<file path="config.mk">
export PLATFORM = sky130hd
export DESIGN_NAME = onehot_step_sequencer
export DESIGN_NICKNAME = d
export VERILOG_FILES = /design/src/rtl/onehot_step_sequencer.sv
export SDC_FILE = /design/constraint.sdc
export NUM_CORES = 1
export LEC_CHECK = 0
export CAP_MARGIN = 20
export CORE_MARGIN = 3
export CORE_UTILIZATION = 44
export DETAILED_ROUTE_END_ITERATION = 8
export MAX_ROUTING_LAYER = met4
export PLACE_DENSITY_LB_ADDON = 0.2
export SETUP_SLACK_MARGIN = 0.4
export SLEW_MARGIN = 5
export SYNTH_ARGS = -nofsm -noshare
export SYNTH_HDL_FRONTEND = slang
export SYNTH_SLANG_ARGS = --single-unit
</file>
<file path="constraint.sdc">
create_clock -name clk -period 1.71 [get_ports clk]
set_input_delay 0.342 -clock clk [delete_from_list [all_inputs] [get_ports clk]]
set_output_delay 0.342 -clock clk [all_outputs]
set_load 0.02 [all_outputs]
</file>
<file path="src/rtl/onehot_step_sequencer.sv">
// One-hot step sequencer: walks a single active bit across NUM_STEPS positions
// with per-step dwell, skip mask, four traversal modes, wrap pulse and done flag.
module onehot_step_sequencer #(
    parameter int NUM_STEPS   = 4,
    parameter int DWELL_WIDTH = 4,
    parameter int IDX_WIDTH   = $clog2(NUM_STEPS)
) (
    input  logic                   clk,
    input  logic                   rst,
    input  logic                   run,
    input  logic                   restart,
    input  logic [1:0]             mode,
    input  logic [NUM_STEPS-1:0]   skip_mask,
    input  logic [DWELL_WIDTH-1:0] dwell,
    output logic [NUM_STEPS-1:0]   vector,
    output logic [IDX_WIDTH-1:0]   step_idx,
    output logic                   wrap,
    output logic                   done
);

    localparam logic [1:0] MODE_FWD  = 2'b00;
    localparam logic [1:0] MODE_REV  = 2'b01;
    localparam logic [1:0] MODE_PING = 2'b10;
    localparam logic [1:0] MODE_SHOT = 2'b11;

    logic [DWELL_WIDTH-1:0] cnt;
    logic                   dir_down;

    logic                 up_found, dn_found, top_found;
    logic [IDX_WIDTH-1:0] up_idx, dn_idx, top_idx;
    logic [IDX_WIDTH-1:0] next_idx;
    logic                 next_dir_down;
    logic                 hold_done;

    // Candidate searches; step 0 is never a skip candidate, it is the fallback.
    always_comb begin
        up_found  = 1'b0;
        up_idx    = '0;
        dn_found  = 1'b0;
        dn_idx    = '0;
        top_found = 1'b0;
        top_idx   = '0;
        for (int i = NUM_STEPS - 1; i >= 0; i--) begin
            if (i != 0 && !skip_mask[i] && i > int'(step_idx)) begin
                up_found = 1'b1;
                up_idx   = IDX_WIDTH'(i);
            end
        end
        for (int i = 0; i < NUM_STEPS; i++) begin
            if (i != 0 && !skip_mask[i]) begin
                top_found = 1'b1;
                top_idx   = IDX_WIDTH'(i);
                if (i < int'(step_idx)) begin
                    dn_found = 1'b1;
                    dn_idx   = IDX_WIDTH'(i);
                end
            end
        end
    end

    always_comb begin
        next_idx      = '0;
        next_dir_down = 1'b0;
        hold_done     = 1'b0;
        case (mode)
            MODE_FWD: next_idx = up_found ? up_idx : '0;
            MODE_REV: begin
                if (step_idx == '0)
                    next_idx = top_found ? top_idx : '0;
                else
                    next_idx = dn_found ? dn_idx : '0;
            end
            MODE_PING: begin
                // Climbing past the top turns around immediately, so endpoints never repeat.
                if (!dir_down && up_found) begin
                    next_idx      = up_idx;
                    next_dir_down = 1'b0;
                end else begin
                    next_idx      = dn_found ? dn_idx : '0;
                    next_dir_down = dn_found;
                end
            end
            default: begin
                if (up_found) begin
                    next_idx = up_idx;
                end else begin
                    next_idx  = step_idx;
                    hold_done = 1'b1;
                end
            end
        endcase
    end

    always_ff @(posedge clk or posedge rst) begin
        if (rst) begin
            step_idx <= '0;
            vector   <= NUM_STEPS'(1);
            cnt      <= '0;
            dir_down <= 1'b0;
            wrap     <= 1'b0;
            done     <= 1'b0;
        end else if (restart) begin
            step_idx <= '0;
            vector   <= NUM_STEPS'(1);
            cnt      <= '0;
            dir_down <= 1'b0;
            wrap     <= 1'b0;
            done     <= 1'b0;
        end else if (!run) begin
            wrap <= 1'b0;
        end else begin
            wrap <= 1'b0;
            if (mode != MODE_PING)
                dir_down <= 1'b0;
            if (mode != MODE_SHOT)
                done <= 1'b0;
            if (done && mode == MODE_SHOT) begin
                cnt <= '0;
            end else if (cnt < dwell) begin
                cnt <= cnt + DWELL_WIDTH'(1);
            end else begin
                cnt <= '0;
                if (hold_done) begin
                    done <= 1'b1;
                end else begin
                    step_idx <= next_idx;
                    vector   <= NUM_STEPS'(1) << next_idx;
                    wrap     <= (next_idx == '0);
                    if (mode == MODE_PING)
                        dir_down <= next_dir_down;
                end
            end
        end
    end

endmodule

</file>
After elaboration in Yosys (flattened, before gate mapping)

Cells that the tools add are included.
W data, S select, Z words.

Shift operators: 1
Order comparisons: 6
Reductions and logical operators: 15
Equality and inequality tests: 8
Add/sub/neg operators: 1
Mux-type cells: 62

Operator list:

| kind                  | number |
|---|---|
| $mux W2               | 18 |
| $mux W4               | 9 |
| $mux W1               | 34 |
| $ne A2 B2 Y1 const B  | 5 |
| $logic_not A2 Y1      | 3 |
| $pmux W2 S3           | 1 |
| $logic_and A1 B1 Y1   | 5 |
| $add A4 B1 Y4 const B | 1 |
| $eq A2 B2 Y1 const B  | 2 |
| $gt A2 B2 Y1 const A  | 2 |
| $logic_not A1 Y1      | 4 |
| $lt A4 B4 Y1          | 1 |
| $reduce_and A4 Y1     | 1 |
| $shl A1 B2 Y4 const A | 1 |
| $reduce_or A3 Y1      | 1 |
| $eq A2 B1 Y1 const B  | 1 |
| $gt A1 B2 Y1 const A  | 1 |
| $lt A1 B2 Y1 const A  | 1 |
| $lt A2 B2 Y1 const A  | 1 |
| $reduce_bool A2 Y1    | 1 |

Bits of input ports: 14
Bits in registers: 13
Output and inout port bits: 8

Longest topological paths before layout

Depth in word-level cells: 14
Depth in mapped cells: 8
Gate-level depth less buffers: 7

Worst setup path after synthesis

OpenSTA, ideal clock, no wires.

Kind: reg-to-reg
Start: reg cnt[2]
End: reg vector[0]
Cell stages (with the launch flop): 8
Setup time: 78 ps
Required time: 1632 ps
Path buffers: 1
Slack: -154 ps
Arrival time: 1786 ps
Cell sequence: dfrtp_1 -> ha_1 -> or3_1 -> o21ai_1 -> or4b_1 -> buf_2 -> a21o_1 -> a31o_1

Word-level cells in the longest chain between the ends: 3

RTL lines:

| element                     | line | text |
|---|---|---|
| start, declared             | 26   | `logic [DWELL_WIDTH-1:0] cnt;` |
| start signal, assigned      | 120  | `cnt <= cnt + DWELL_WIDTH'(1);` |
| $lt A4 B4 Y1                | 119  | `end else if (cnt < dwell) begin` |
| $ne A2 B2 Y1 (no line)      | -    |  |
| $reduce_and A4 Y1 (no line) | -    |  |
| end signal, assigned        | 127  | `vector <= NUM_STEPS'(1) << next_idx;` |
| end, declared               | 15   | `output logic [NUM_STEPS-1:0] vector,` |

Every way passes these cells.
A chain may end at the register's enable or synchronous reset.

Final worst setup path

Ends and elaborated chain as after synthesis.

==> impl_summary.txt <==
----------------------------------------------------
[STA]
  Maximum clock skew at final layout ... 0.00437 ns
  Setup repair after global routing missed its margin ... yes
  Final Hold Violating Endpoints ... 0
  Worst hold slack after final layout ... 0.379 ns
  Setup violators final ... 11
  Final worst setup slack ... -0.139 ns
  Maximum clock frequency ... 541 MHz
  Least-Margin Pin Slew ... 0.506 ns
  TNS Setup ... -1.02 ns
  Min Clock Period, post-route ... 1.85 ns
  Final Max Tran Viols ... 0
  Period utilization ... 1.08
  Worst slew slack as a fraction of its limit ... 0.663

[Finish]
  Net count, final ... 193
  Combined area of the multi-input logic cells ... 756 µm²
  Area taken by flip-flops and latches ... 329 µm²
  Share of post-route cells with drive strength above 1 ... 0.471
  Util after Layout ... 0.820
  Number of filler cells placed in the layout ... 136
  Area of all placed cells without fillers ... 0.00168 mm²
  Count of antenna diodes in the layout ... 0
  Area grow syn2layout ... 69.3%

[Route]
  Remaining number of nets flagged by the antenna check after routing ... 0
  Router iterations before antenna repair ... 4
  Final WL ... 3.32 mm
  Drt initial violations ... 27
  WL/cell ... 16.5 µm
  Via density per instance ... 5.93
  # DRC ... 0
  Detailed-route via count ... 1191

[Floorplanning]
  Die area ... 0.00285 mm²
  Std cell rows ... 16
  IO Count ... 22
  Initial Utilization ... 0.485
  Chip Width ... 53.4 µm
  Placeable Area ... 0.00204 mm²
  Vertical die dimension ... 53.4 µm

[Worst setup path]
  Critical-path maximum fanout ... 5
  Worst EP required ... 1.92 ns
  R2R cell count ... 6
  Buffers plus inverters on the worst setup path ... 0
  Startpoint of the worst register-to-register path ... cnt[2]
  Gate family responsible for the most delay along the worst path ... simple AND/OR/NAND/NOR gates
  Cell Chain, Critical Path ... ha_1 > or3_4 > o21ai_4 > or4b_4 > a21o_1 > a31o_1
  Reg2reg setup slack ... -0.14 ns
  Maximum single-stage delay on the critical path ... 0.57 ns
  Worst EP arrival ... 2.06 ns
  Kind of launch point of the worst setup path ... flop
  Sort of element at the end of the critical path ... flop
  Library cell contributing the largest single delay on the critical path ... or4b_4
  Classification of the worst setup path ... flop to flop
  Capturing point of the worst reg2reg path ... vector[0]

[Clocking]
  CTS tree ... built
  Clock sink total ... 13
  CTS HTree Levels ... 1
  Worst-Skew Late Latency ... 0.28 ns
  Number of clock buffers inserted by TritonCTS ... 3
  CTS clock-pin slew for the worst setup and hold paths ... 0.08 ns
  Cts-stage hold buffer count ... 0
  Cell at the root of the clock tree ... clkbuf_4
  Max Buffers Root-to-Sink ... 2

[GRT]
  Grt total ovfl ... 0
  First-pass GRT wire length ... 5.26 mm
  Initial antenna violation count ... 0
  Most Crowded Layer GR ... met2
  Met1 routing resource usage after global routing ... 0.299
  Met2 Resource Use GR ... 0.465
  Combined global-route utilization of all metal layers ... 0.262
  Via count of the first global-routing pass ... 1192
  Global-route met3 utilization ... 0.0254
  Largest net degree at the start of global routing ... 14

[Synthesis]
  Top-count cell post-synth ... dfrtp_1
  Synthesized Nets ... 137
  Count of cell types in the netlist ... 42
  Register bit count reported by yosys ... 13
  Synth warn ... 0
  Biggest area contributors in the synthesized netlist ... dfrtp_1 (30%), ha_1 (5.1%), inv_1 (4.2%), nand3_1 (4.0%), nor2_1 (3.4%)
  Post-synth ARST share ... 1.00
  Sequential cell area fraction in the yosys report ... 0.330
  Post-synthesis instance area ... 990 µm²
  Average size of a mapped cell ... 8.32 µm²
  Number of cells produced by synthesis ... 119
  Commonest cells in the netlist ... dfrtp_1 (12), inv_1 (11), nor2_1 (9)
  Share of the synthesized area in the top cell type ... 0.303
  Largest area contributor in the netlist ... dfrtp_1
  Most used DFF post-synth ... dfrtp_1
  Number of enable flip-flop cells after synthesis ... 0

[Placed design]
  RD Place Congestion ... 0.803
  Quantity of I/O buffers inserted on ports ... 20
  Post-DP Area ... 0.00141 mm²
  DP HPWL ... 2.04 mm
  Placement-stage worst setup slack ... -0.628 ns

[Run]
  Max-cap violations ... 0

[Power and ir drop]
  Worst voltage drop across the vdd grid ... 0.552 mV
  Static leakage ... 0.758 nW
  Power density over cell area ... 485 mW/mm²

[Run status]
  Violations in the final reports ... negative setup slack
  Run status ... finished, violations left

[Hold path]
  Type of the worst min-delay path ... primary input to asynchronous set/reset pin

----------------------------------------------------
## metrics by stage
step | std cells | power (W)
after floorplan | 119 | 0.000445
after global placement | 187 | 0.000545
after detailed placement | 187 | 0.000551
after CTS | 198 | 0.000790
after global routing | 201 | 0.000854
final | 201 | 0.000813
## worst max-delay path by stage
| stage | start | to | cells after the start | slack (ns) |
|---|---|---|---|---|
| 6_report | cnt[2] | vector[0] | 6 | -0.14 |
| 5_1_grt | cnt[2] | vector[3] | 7 | -0.20 |
| 4_1_cts | cnt[2] | vector[0] | 6 | -0.15 |
| 3_5_place_dp | dwell[2] | step_idx[1] | 9 | -0.63 |
| 3_3_place_gp | dwell[2] | step_idx[1] | 9 | -0.59 |
| 2_1_floorplan | cnt[2] | vector[0] | 7 | -0.09 |
## cells in the final DEF (no fill, tap or decap), drive strengths merged, types with 2 or more instances in the layout
master | synthesis | routed
nor2 | 9 | 9
a211oi | 2 | 2
dfrtp | 12 | 12
o211ai | 3 | 3
ha | 4 | 4
o21a | 2 | 2
dlygate4sd2 | 0 | 7
o2111ai | 3 | 3
or2 | 2 | 2
nor3 | 2 | 2
a2111oi | 2 | 2
o31ai | 4 | 4
nor3b | 2 | 2
o21ai | 8 | 8
nand2b | 3 | 3
clkdlybuf4s50 | 0 | 4
nand3 | 8 | 8
inv | 11 | 11
and3 | 2 | 2
buf | 3 | 42
nand2 | 7 | 7
clkbuf | 4 | 7
a21o | 2 | 2
nor2b | 4 | 4
a21oi | 6 | 6
## final cells by class
class	count	share of cell area
multi-input cells	88	0.451
repair buffers	58	0.292
flip-flops and latches	13	0.196
inverters	11	0.0246
well taps	27	0.0202
clock buffers	4	0.0157
## state kept, by name, summed over array words and instances, names as in the netlist
| name | count |
|---|---|
| step_idx | 2 |
| vector | 4 |
| wrap | 1 |
| dir_down | 1 |
| done | 1 |
| cnt | 4 |
## metal layers
metal	wire length (µm)	vias up	share of wire
met2	1710	42	0.51
met3	126	11	0.038
met5	0	-	0
met1	1420	588	0.43
li1	-	550	-
met4	70	0	0.021
## power breakdown
part	leakage (nW)	internal [W]	total, W	switching (W)
Sequential	0.173	0.000317	0.000327	0.0000106
Combinational	0.570	0.000146	0.000294	0.000148
Clock	0.0150	0.0000905	0.000192	0.000101
## repair_timing
item | in CTS | in global routing
setup endpoints to repair | 21 | 21
gates resized for setup | 66 | 18
setup buffers | 6 | 3
gates cloned | 1 | 0
pin swaps | 12 | 6
## cell families (layout without fill, tap and decap cells)
| family | after synthesis | after routing | share of synthesized area |
|---|---|---|---|
| AND/OR/NAND/NOR | 42 | 42 | 0.221 |
| AO/OA/AOI/OAI | 41 | 41 | 0.310 |
| buffers and inverters | 18 | 73 | 0.0796 |
| flip-flops | 13 | 13 | 0.330 |
| adder cells (fa/ha/maj) | 4 | 4 | 0.0506 |
| XOR/XNOR | 1 | 1 | 0.00885 |
No activity file was read; power rests on OpenSTA's default activity.
==> RTL edit 1, RTL diff (same settings) <==
Reset style: synchronous (`rst`), changed in one clocked block.
--- a/src/rtl/onehot_step_sequencer.sv
+++ b/src/rtl/onehot_step_sequencer.sv
@@ -91,7 +91,7 @@
         endcase
     end
 
-    always_ff @(posedge clk or posedge rst) begin
+    always_ff @(posedge clk) begin
         if (rst) begin
             step_idx <= '0;
             vector   <= NUM_STEPS'(1);
Function: differs if rst is asserted again (counterexample within 4 cycles, from zero or initial values and one cycle with rst high); with rst held inactive, the same outputs for 10 cycles.
==> RTL edit 1 against the unedited design <==
- sequential cell count stayed put
- design area is 9.6% lower
- worst setup slack better by 0.21 ns
- clock skew is 0.0030 ns higher
- power is 14% lower
- synthesized area is 4.0% lower
- count of clock-buffer cells in the layout stayed put
- routed wire length is 15% lower
- highest routed layer unchanged
==> RTL edit 1: results (changes against the unedited design) <==
| Group | Parameter | Reported | Delta |
| --- | --- | --- | --- |
| outcome | Status | completed |  |
| pwr | Largest vdd supply drop | 750 uV | +36% |
| routing | Met1 Wirelength | 1310 um | -7.7% |
| critical path | Count of cells along the worst register-to-register path | 7 | +1 |
| global routing | Vias in the first global route | 1060 | -11% |
| global routing | Met1 usage | 0.312 | +0.0128 |
| finish | Portion of the layout cell area used by non-clock buffers | 0.263 | -0.0286 |
| yosys | Fraction of the yosys area taken by sequential cells | 0.274 | -0.0559 |
| clock network | Post-cts repair resize count | 40 | -39% |
| placed design | Global placer's final weighted congestion | 0.860 | +7.1% |
| finish | Multi-input combinational cell count | 84 | -4.5% |
| yosys | Library cells used by synthesis | 43 | +2.4% |
| finish | Nets | 180 | -6.7% |
| critical path | Reg-to-reg startpoint | cnt[1] |  |
| sta | Worst max-slew margin expressed relative to the limit | 0.805 | +0.142 |
| routing | Via total after detailed routing | 1042 | -13% |
| placed design | Half-perimeter wire length after placement | 1890 um | -7.4% |
| finish | Fraction of standard cell area that is sequential | 0.180 | -0.0164 |
| finish | Share of cells above drive strength 1 | 0.416 | -0.0551 |
| critical path | End point of the critical path | vector[3] |  |
| critical path | WP data arrival | 1.80 ns | -0.26 ns |
| global routing | Maximum number of pins on one net before global-route repair | 13 | -1 |
| yosys | Share of flip-flops with an asynchronous set or reset after synthesis | 0 | -1.00 |
| sta | Final setup skew | 0.00741 ns | +0.00304 ns |
| placed design | Placed cell count | 174 | -7.0% |
| routing | WL met3 | 91 um | -28% |
| finish | Fraction of area in multi-input gates | 0.482 | +0.0312 |
[RTL edit 1: logic make-up (layout without fill, tap and decap cells)]
group                      after synthesis  after routing  share of synthesized area
muxes                                    2              2                     0.0224
AOI/OAI and AO/OA                       39             39                      0.327
buffers and inverters                   19             64                     0.0856
adders and majority gates                4              4                     0.0527
and+or+nand+nor                         39             39                      0.238
DFF                                     13             13                      0.274
[RTL edit 1: how the worst min path moves through the flow]
stage | from | end | slack, ns
4_1_cts | vector[3] | vector[3] | 0.49
6_report | vector[2] | vector[2] | 0.50
3_5_place_dp | vector[3] | vector[3] | 0.47
2_1_floorplan | cnt[1] | cnt[1] | 0.48
3_3_place_gp | vector[3] | vector[3] | 0.46
5_1_grt | vector[2] | vector[2] | 0.52
[RTL edit 1: report_power, final]
| part | switching (mW) | total [mW] | internal, mW |
|---|---|---|---|
| sequential | 0.00453 | 0.306 | 0.301 |
| combinational | 0.0934 | 0.195 | 0.102 |
| clock | 0.108 | 0.199 | 0.0907 |
| total | 0.206 | 0.700 | 0.494 |
==> RTL edit 2, RTL diff (same flow settings) <==
Without the edit above. Change the parameter `NUM_STEPS` from 4 to 8.
--- a/src/rtl/onehot_step_sequencer.sv
+++ b/src/rtl/onehot_step_sequencer.sv
@@ -1,7 +1,7 @@
 // One-hot step sequencer: walks a single active bit across NUM_STEPS positions
 // with per-step dwell, skip mask, four traversal modes, wrap pulse and done flag.
 module onehot_step_sequencer #(
-    parameter int NUM_STEPS   = 4,
+    parameter int NUM_STEPS   = 8,
     parameter int DWELL_WIDTH = 4,
     parameter int IDX_WIDTH   = $clog2(NUM_STEPS)
 ) (
Ports: changed (resized skip_mask, step_idx and vector); port bits go from 22 to 31. No check against the original RTL was run, so the function may have changed too.
==> RTL edit 2 against the unedited design <==
- the run still ends with negative setup slack left
- count of clock-buffer cells in the layout unchanged
- power up 42%
- critical path depth up 2
- final cell count up 68%
- synthesized cell count up 61%
- synthesized area up 59%
- routed wire length up 73%
- worst setup slack worse by 0.42 ns
- design area up 58%
- global-route usage up 1.2 points
- clock power up 41%
- sequential cell count up 5
==> RTL edit 2: results (changes against the unedited design) <==
| Group | Parameter | Reported | Delta |
| --- | --- | --- | --- |
| pwr | Largest vdd supply drop | 535 uV | -3.1% |
| clock network | Worst-path clk slew | 0.10 ns | +0.02 ns |
| pwr | Switching Fraction | 0.316 | -0.00312 |
| outcome | Status | complete, but fails checks |  |
| yosys | XOR/XNOR Fraction of Synth Area | 0 | -0.00885 |
| placed design | Global placer's final weighted congestion | 0.904 | +13% |
| critical path | WP data arrival | 2.48 ns | +0.42 ns |
| critical path | Kind of cell adding the most delay to the critical path | compound AO/OA/AOI/OAI gates |  |
| global routing | Total global-route track usage | 0.274 | +0.0121 |
| routing | First DRT Iteration DRCs | 155 | +470% |
| yosys | Most common library cells after synthesis | sky130_fd_sc_hd__nand2_1, sky130_fd_sc_hd__dfrtp_1, sky130_fd_sc_hd__inv_1 |  |
| global routing | Maximum number of pins on one net before global-route repair | 19 | +5 |
| critical path | Reg-to-reg startpoint | step_idx[2] |  |
| placed design | Cell Area, Placed | 2300 um2 | +64% |
| sta | Final setup fails | 18 | +7 |
| critical path | CP max stage cell | sky130_fd_sc_hd__dfrtp_2 |  |
| placed design | IO Port Bufs | 29 | +45% |
| critical path | Peak fanout along the critical path | 8 | +3 |
| finish | Total of fill cells in the finished design | 239 | +76% |
| yosys | Most repeated cell in the gate-level netlist after synthesis | sky130_fd_sc_hd__nand2_1 |  |
| yosys | Mux contribution to synthesized area | 0.00716 | +0.00716 |
| sta | Worst setup slack after layout | -0.560 ns | -0.421 ns |
| routing | Via total after detailed routing | 1930 | +62% |
| finish | Regs by FF count | vector x8, cnt x4, step_idx x3 |  |
| routing | Number of optimization iterations in the first detailed-route pass | 5 | +1 |
| yosys | Largest cells by area after synthesis | sky130_fd_sc_hd__dfrtp_1, sky130_fd_sc_hd__nand2_1, sky130_fd_sc_hd__and2_1, sky130_fd_sc_hd__o21ai_0, sky130_fd_sc_hd__ha_1 |  |
| yosys | Library cells used by synthesis | 54 | +29% |
| critical path | Stage delay of the slowest cell on the critical path | 0.47 ns | -0.10 ns |
| outcome | Failing checks | negative setup slack |  |
| pwr | Leakage Power | 1.28 nW | +68% |
| yosys | Compound-gate portion of the synthesized area | 0.352 | +0.0419 |
| yosys | Fraction of the yosys area taken by sequential cells | 0.287 | -0.0428 |
| global routing | Wire length of the first global-routing pass | 8920 um | +70% |
| finish | Nets | 314 | +63% |
| placed design | Half-perimeter wire length after placement | 3970 um | +94% |
RTL edit 2: area by class of cell:
cell class / count / area, um2 / area share
clock buffer: 4 / 36.3 / 0.0137
inverter: 12 / 47.5 / 0.0179
multi-input combinational: 153 / 1180 / 0.444
sequential: 18 / 455 / 0.172
tap: 46 / 57.6 / 0.0217
timing repair buffer: 104 / 875 / 0.330
RTL edit 2: repair_timing:
item,in CTS,in global routing
setup buffers,10,11
pin swaps,15,13
setup endpoints to repair,31,26
endpoints found under the hold margin,0,0
gates resized for setup,89,26
RTL edit 2: power groups by stage:
stage               clock, mW  sequential (mW)  combinational (mW)
detailed placement          0            0.455               0.354
global route            0.295            0.446               0.470
finish                  0.270            0.444               0.441
global placement            0            0.455               0.344
floorplan                   0            0.456               0.176
CTS                     0.279            0.444               0.388
RTL edit 2: worst reg2reg max path, stage by stage, from the launching register on:
cell,delay (ns)
sky130_fd_sc_hd__dfrtp_2,0.47
sky130_fd_sc_hd__buf_12,0.15
sky130_fd_sc_hd__or3_4,0.39
sky130_fd_sc_hd__a22o_1,0.21
sky130_fd_sc_hd__a31oi_2,0.17
sky130_fd_sc_hd__nor3_2,0.08
sky130_fd_sc_hd__o221a_4,0.28
sky130_fd_sc_hd__nand3b_1,0.19
sky130_fd_sc_hd__o31ai_1,0.25
RTL edit 2: through the flow:
stage	instances	utilization	TNS [ns]	power, mW	worst slack [ns]
5_1_grt	337	0.781	-8.45	1.21	-0.663
3_5_place_dp	312	0.678	-12.73	0.810	-0.874
2_1_floorplan	192	-	-4.87	0.633	-0.476
3_3_place_gp	312	0.678	-12.20	0.799	-0.854
4_1_cts	326	0.734	-5.93	1.11	-0.522
6_report	337	0.781	-6.98	1.15	-0.560
RTL edit 2: final timing paths:
check,slack (ns),depth (start not counted),to
setup / recovery,-0.56,8,vector[3]
hold / removal,0.34,3,cnt[2]
setup reg to reg,-0.56,8,vector[3]
hold reg to reg,0.50,2,vector[7]
max in group asynchronous,1.11,3,vector[0]
min in group clk,0.50,2,vector[7]
RTL edit 2: cells by family (layout without fill, tap and decap cells):
| family | count (synthesis) | count (layout) |
|---|---|---|
| and+or+nand+nor | 77 | 77 |
| AOI/OAI and AO/OA | 71 | 71 |
| buffers and inverters | 21 | 120 |
| DFF | 18 | 18 |
| adders and majority gates | 4 | 4 |
| muxes | 1 | 1 |
RTL edit 2: routing by layer:
layer / track usage / wire length [um]
met1: 0.284 / 2210
met2: 0.503 / 3020
met3: 0.0221 / 239
met4: 0.158 / 275
met5: - / 0
